[config.mk]
export PLATFORM = sky130hd
export DESIGN_NAME = axi_r_line_assembler
export DESIGN_NICKNAME = d
export VERILOG_FILES = /design/src/rtl/axi_r_line_assembler.sv
export SDC_FILE = /design/constraint.sdc
export NUM_CORES = 1
export LEC_CHECK = 0
export BUFFER_PORTS_ARGS = -buffer_cell sky130_fd_sc_hd__buf_4
export CAP_MARGIN = 20
export CORE_MARGIN = 3
export CORE_UTILIZATION = 48
export CTS_BUF_LIST = sky130_fd_sc_hd__clkbuf_4 sky130_fd_sc_hd__clkbuf_8
export CTS_CLUSTER_SIZE = 10
export DETAILED_ROUTE_END_ITERATION = 7
export PLACE_DENSITY = 0.76
export SYNTH_ARGS = -nofsm -noshare
export SYNTH_HDL_FRONTEND = slang
export SYNTH_SLANG_ARGS = --single-unit
[constraint.sdc]
create_clock -name clk_i -period 2.45 [get_ports clk_i]
set_clock_uncertainty 0.15 [all_clocks]
set_input_delay 0.245 -clock clk_i [delete_from_list [all_inputs] [get_ports clk_i]]
set_output_delay 0.245 -clock clk_i [all_outputs]
set_load 0.01 [all_outputs]
[src/rtl/axi_r_line_assembler.sv]
// Purpose : packs LINE_BEATS consecutive AXI R beats into one wide line (beat 0 in the LSBs).
// Latency : line_valid_o rises one cycle after the final beat is accepted.
// Backpres: slave_ready_o = ~line_valid_o | line_ready_i; a held line stalls R beats until it drains.
// Optional: define AXI_R_ASM_LAST_CHECK_EN to enable the RLAST/RID consistency check on proto_err_o.

module axi_r_line_assembler #(
    parameter int ID_WIDTH   = 4,
    parameter int DATA_WIDTH = 64,
    parameter int USER_WIDTH = 6,
    parameter int LINE_BEATS = 4
) (
    input  logic                             clk_i,
    input  logic                             rst_i,
    input  logic                             slave_valid_i,
    output logic                             slave_ready_o,
    input  logic [DATA_WIDTH-1:0]            slave_data_i,
    input  logic [1:0]                       slave_resp_i,
    input  logic [USER_WIDTH-1:0]            slave_user_i,
    input  logic [ID_WIDTH-1:0]              slave_id_i,
    input  logic                             slave_last_i,
    output logic                             line_valid_o,
    input  logic                             line_ready_i,
    output logic [DATA_WIDTH*LINE_BEATS-1:0] line_data_o,
    output logic [ID_WIDTH-1:0]              line_id_o,
    output logic [USER_WIDTH-1:0]            line_user_o,
    output logic                             line_err_o,
    output logic                             proto_err_o
);

    localparam int CNT_W = $clog2(LINE_BEATS);
    localparam logic [CNT_W-1:0] LAST_IDX = CNT_W'(LINE_BEATS - 1);

    typedef enum logic {
        COLLECT = 1'b0,
        HOLD    = 1'b1
    } state_t;

    state_t                                state;
    logic [CNT_W-1:0]                      cnt;
    logic [LINE_BEATS-1:0][DATA_WIDTH-1:0] data_q;
    logic [ID_WIDTH-1:0]                   id_q;
    logic [USER_WIDTH-1:0]                 user_q;
    logic                                  err_q;

    logic beat_acc;
    logic line_acc;
    logic last_beat;

    // A held line only blocks new beats while the consumer is not taking it,
    // so a draining line and beat 0 of the next line can move in the same cycle.
    assign line_valid_o  = (state == HOLD);
    assign slave_ready_o = ~line_valid_o | line_ready_i;
    assign beat_acc      = slave_valid_i & slave_ready_o;
    assign line_acc      = line_valid_o & line_ready_i;
    assign last_beat     = (cnt == LAST_IDX);

    assign line_data_o = data_q;
    assign line_id_o   = id_q;
    assign line_user_o = user_q;
    assign line_err_o  = err_q;

    // Control FSM: beat counter alone delimits lines; RLAST never steers it.
    // In HOLD cnt is already 0, so a beat taken during the drain starts the next line.
    always_ff @(posedge clk_i) begin
        if (rst_i) begin
            state <= COLLECT;
            cnt   <= '0;
        end else begin
            case (state)
                COLLECT: begin
                    if (beat_acc && last_beat) begin
                        state <= HOLD;
                    end
                end
                HOLD: begin
                    if (line_acc) begin
                        state <= COLLECT;
                    end
                end
                default: state <= COLLECT;
            endcase
            if (beat_acc) begin
                cnt <= last_beat ? '0 : cnt + CNT_W'(1);
            end
        end
    end

    // Datapath: beat k lands in slot k; id/user come from beat 0 and the error
    // flag restarts on beat 0 then accumulates RRESP[1] (SLVERR/DECERR) across the line.
    always_ff @(posedge clk_i) begin
        if (rst_i) begin
            data_q <= '0;
            id_q   <= '0;
            user_q <= '0;
            err_q  <= 1'b0;
        end else if (beat_acc) begin
            data_q[cnt] <= slave_data_i;
            if (cnt == '0) begin
                id_q   <= slave_id_i;
                user_q <= slave_user_i;
                err_q  <= slave_resp_i[1];
            end else begin
                err_q  <= err_q | slave_resp_i[1];
            end
        end
    end

`ifdef AXI_R_ASM_LAST_CHECK_EN
    logic proto_q;

    // Flag an RLAST that disagrees with the counter's line boundary, or an RID
    // that changes mid-line. Reporting only; assembly carries on regardless.
    always_ff @(posedge clk_i) begin
        if (rst_i) begin
            proto_q <= 1'b0;
        end else begin
            proto_q <= beat_acc &&
                       ((slave_last_i != last_beat) ||
                        ((cnt != '0) && (slave_id_i != id_q)));
        end
    end

    assign proto_err_o = proto_q;
`else
    logic unused_last;

    assign unused_last = slave_last_i;
    assign proto_err_o = 1'b0;
`endif

endmodule
# Word level (Yosys, flattened, before mapping)
# Cells that the tools add are included.
# word_totals
register_bits	270
inputBits	81
output_inout_bits	270
# classes
addsub	1
order_cmp	2
eq_ne	1
n_mux	8
bitwise	5
n_reduce_logical	4
# ops
cell	n
$bwmux W256	1
$demux W64 S2	1
$mux W64	1
$lt A2 B3 Y1 const B	1
$mux W1	3
$add A2 B1 Y2 const B	1
$and A1 B1 Y1	2
$eq A2 B2 Y1 const B	1
$ge A2 B1 Y1 const B	1
$logic_and A1 B1 Y1	2
$logic_not A2 Y1	1
$mux W2	1
$or A1 B1 Y1	2
$pmux W1 S2	1
$reduce_and A2 Y1	1
$not A1 Y1	1

# Depth between registers and ports, before layout
# depth
word_depth	6
mapped_depth	7

# Worst setup path after synthesis
# Ideal clock, no wire load.
# synth_path
path_type	flip-flop to flip-flop
from	register cnt[0]
to	register data_q, in the netlist line_data_o[0]
setup_ps	122
arrival_time_ps	1240
required_ps	2178
slack_ps	938
stages_incl_launch_ff	7
n_path_buf	2
synth_period_minus_slack_ps	1512
cell_sequence	dfxtp_1 > inv_1 > ha_1 > and3_1 > buf_4 > buf_4 > mux2i_1
# synth_via
elab_chain_cells	5
word_cells_on_any_way	6
cone_classes	order compare (2); mux (3); reduce/logical (1)
# synth_lines
item	line_no	source
from (decl)	39	logic [CNT_W-1:0] cnt;
from (signal assigned)	83	cnt <= last_beat ? '0 : cnt + CNT_W'(1);
$lt A2 B3 Y1 (not written as such) / $ge A2 B1 Y1 (equally long branches)	97	data_q[cnt] <= slave_data_i;
$logic_and A1 B1 Y1 (not written as such)	97	
$mux W64 (not written as such)	97	
$demux W64 S2 (*)	97	
$bwmux W256 (*)	97	
to (signal, indexed assignment)	97	
to (decl)	40	logic [LINE_BEATS-1:0][DATA_WIDTH-1:0] data_q;
# Every way passes the cells marked *; elsewhere a longest branch is shown, timed or not.
# A chain may end at the register's enable or synchronous reset.

# Worst setup path after layout
# layout_path
from	register cnt[0]
to	register data_q, in the netlist line_data_o[24]
# The elaborated chain is that of the path after synthesis.

==> out/results.ini <==
[floorplan]
design.die.area_um2 = 24500
core_region_um2 = 22000
initial_core_util = 0.493
num_rows = 54
die_x_um = 156
top_level_port_count = 351
die_height_um = 156

[power_and_ir_drop]
power_per_cell_area_nw_per_um2 = 653
switching_share = 0.240
power.share.combinational = 0.126
peak_vdd_ir_mv = 0.410
power.share.clock = 0.406
internal_power_mw = 7.60
power.static_leakage_nw = 7.65
sequentialPowerShare = 0.468
p_sw_mw = 2.40
totalPowerFinal_mw = 10.0

[synthesis]
ys.warnings.count = 0
synth_top_cell_by_area = sky130_fd_sc_hd__dfxtp_1
synth_most_common_cell = sky130_fd_sc_hd__nand2b_1
synth_top_cell_area_share = 0.498
synth-seq-area-share = 0.498
async_reset_ff_frac = 0
mappedNetlistArea_um2 = 10900
netlist_instances = 973
synth_seq_cells = 270
synth_top_cells_by_count = 341 x sky130_fd_sc_hd__nand2b_1, 270 x sky130_fd_sc_hd__dfxtp_1, 266 x sky130_fd_sc_hd__mux2i_1
netlist_top_cells_area = sky130_fd_sc_hd__dfxtp_1 50%, sky130_fd_sc_hd__mux2i_1 25%, sky130_fd_sc_hd__nand2b_1 20%
synth-edff-count = 0
post_synth.cell_area_avg_um2 = 11.2
synth_fp_nets = 1058
ys_types = 23
ys.flop_type = sky130_fd_sc_hd__dfxtp_1

[cts]
clock_tree.htree_level_count = 2
clock_pin_slew_worst_setup_and_hold_paths_ns = 0.06
tritoncts.num_buffers = 46
clockBufferDepth = 3
clk-insertion-delay-late_ns = 0.53
cts_num_sinks = 270
cts_tree = yes
cts_root_buffer = sky130_fd_sc_hd__clkbuf_8

[worst_setup_path]
cp_data_arrival_time_ns = 2.18
timing.critical_path.required_ns = 2.75
critical_path.max_fanout = 12
crit_path_start_kind = flop
timing.setup.critical_path_class = flop to flop
end_kind = flop

[global_routing]
grt_first_pass_wirelength_mm = 45.8
tot_gr_track_use = 0.230
grt.overflow.total = 0
vias_in_the_first_global_route = 8548
antenna_violations_before_repair = 0
grt_max_degree = 79

[timing]
final.setup.tns_ns = 0
final_hold_viol_count = 0
layout_min_cycle_time_ns = 1.88
worst_slew_margin_rel = 0.597
final_max_slew_viol_count = 0
tightestPinTransition_ns = 0.605
finalWorstSetupSlack_ns = 0.570
final_hold_slack_ns = 0.142
report.final.setup_viol = 0
grt_setup_unrepaired = false
timing.fmax_mhz = 532
final_worst_path_period_share = 0.767

[placement]
place_ws_ns = 0.560
placement.io_buffers = 347
dp_hpwl_mm = 19.5
place.gp.congestion = 0.797

[cells_and_area]
fin_nets = 1476
insertedDiodeCount = 0
layout_cells_sized_above_1 = 0.316
area_growth_syn_to_layout_pct = 41.1

[routing]
detail_route.vias_per_cell = 4.84
antenna_violating_nets_post_route = 0
detailroute.via_count = 8241
wirelength_mm = 29.2
drc_errors = 0
drt_first_iter_violations = 363
wl_per_cell_um = 17.1
firstDrtPassIters = 5

[flow_run]
max_cap_viol_count = 0

[hold_path]
worstHoldPathType = primary input to flop

[outcome]
run_status = finished clean

kinds of logic after synthesis:
| logic type | after synthesis | synth area share |
|---|---|---|
| AO/OA/AOI/OAI | 5 | 0.00288 |
| adder cells (fa/ha/maj) | 4 | 0.00461 |
| multiplexers | 266 | 0.245 |
| other | 1 | 0.000345 |
| buffers and inverters | 73 | 0.0447 |
| AND/OR/NAND/NOR | 354 | 0.204 |
| flip-flops | 270 | 0.498 |
cells in the final DEF (no fill, tap or decap), drive strengths merged:
cell / instances
a211o: 1
a21o: 1
a21oi: 2
and3: 2
buf: 363
clkbuf: 75
clkinv: 4
clkinvlp: 1
conb: 1
dfxtp: 270
dlygate4sd3: 78
ha: 4
inv: 2
mux2i: 266
nand2: 1
nand2b: 342
nand3: 6
nand3b: 1
nand4b: 1
nor3: 1
o21ai: 1
layer usage:
metal  global-route usage  vias up  share of wire
met1                0.273     3868           0.40
met4               0.0863        0          0.035
met3               0.0631       59          0.072
met2                0.398      284           0.49
met5                    0        -              0
li1                     -     4030              -
state kept, by name (all words and copies together) (netlist names):
name          flops
cnt               2
line_data_o     256
line_valid_o      1
line_id_o         4
line_user_o       6
line_err_o        1
final timing paths:
check                                                   from                             to  slack, ns  depth (start not counted)
worst max-delay path                     cnt[0]$_SDFFE_PP0P_   line_data_o[24]$_SDFFE_PP0P_       0.57                          5
worst min-delay path                                   rst_i  line_data_o[231]$_SDFFE_PP0P_       0.14                          3
worst max register to register           cnt[0]$_SDFFE_PP0P_   line_data_o[24]$_SDFFE_PP0P_       0.57                          5
worst min register to register  line_data_o[98]$_SDFFE_PP0P_   line_data_o[98]$_SDFFE_PP0P_       0.32                          2
power by group through the flow:
stage | Combinational, mW | Sequential, mW | Clock [mW]
final | 1.26 | 4.68 | 4.06
after global routing | 1.35 | 4.70 | 4.40
after CTS | 1.27 | 4.68 | 4.15
after detailed placement | 1.17 | 4.77 | 0
after global placement | 1.15 | 4.76 | 0
after floorplan | 0.561 | 4.84 | 0
worst max-delay path, stage by stage (launching register included):
cell                      delay [ns]
sky130_fd_sc_hd__dfxtp_1        0.33
sky130_fd_sc_hd__inv_1          0.12
sky130_fd_sc_hd__ha_1           0.20
sky130_fd_sc_hd__and3_2         0.46
sky130_fd_sc_hd__buf_4          0.31
sky130_fd_sc_hd__mux2i_1        0.22
metrics by stage:
step           utilization  instance area [um^2]  instances
2_1_floorplan            -                 10900        973
3_3_place_gp         0.617                 13600       1545
3_5_place_dp         0.617                 13600       1545
4_1_cts              0.695                 15300       1703
5_1_grt              0.695                 15300       1703
6_report             0.695                 15300       1703
final cells by class:
cell class                      instances  area [um^2]
Tap cell                              280          350
Clock inverter                          5         27.5
Clock buffer                           75          913
Fill cell                            1694         6710
Multi-Input combinational cell        630         5000
Timing Repair Buffer                  441         3610
Inverter                                2         7.51
Sequential cell                       270         5410
what timing repair did:
| item | 4_1_cts | 5_1_grt |
|---|---|---|
| buffers inserted | 0 | 0 |
| endpoints found under the setup margin | 0 | 0 |
| gates resized for setup | 0 | 0 |
| hold endpoints to repair | 270 | 0 |
| hold buffers | 78 | 0 |
Power figures use the tool's default switching activity.
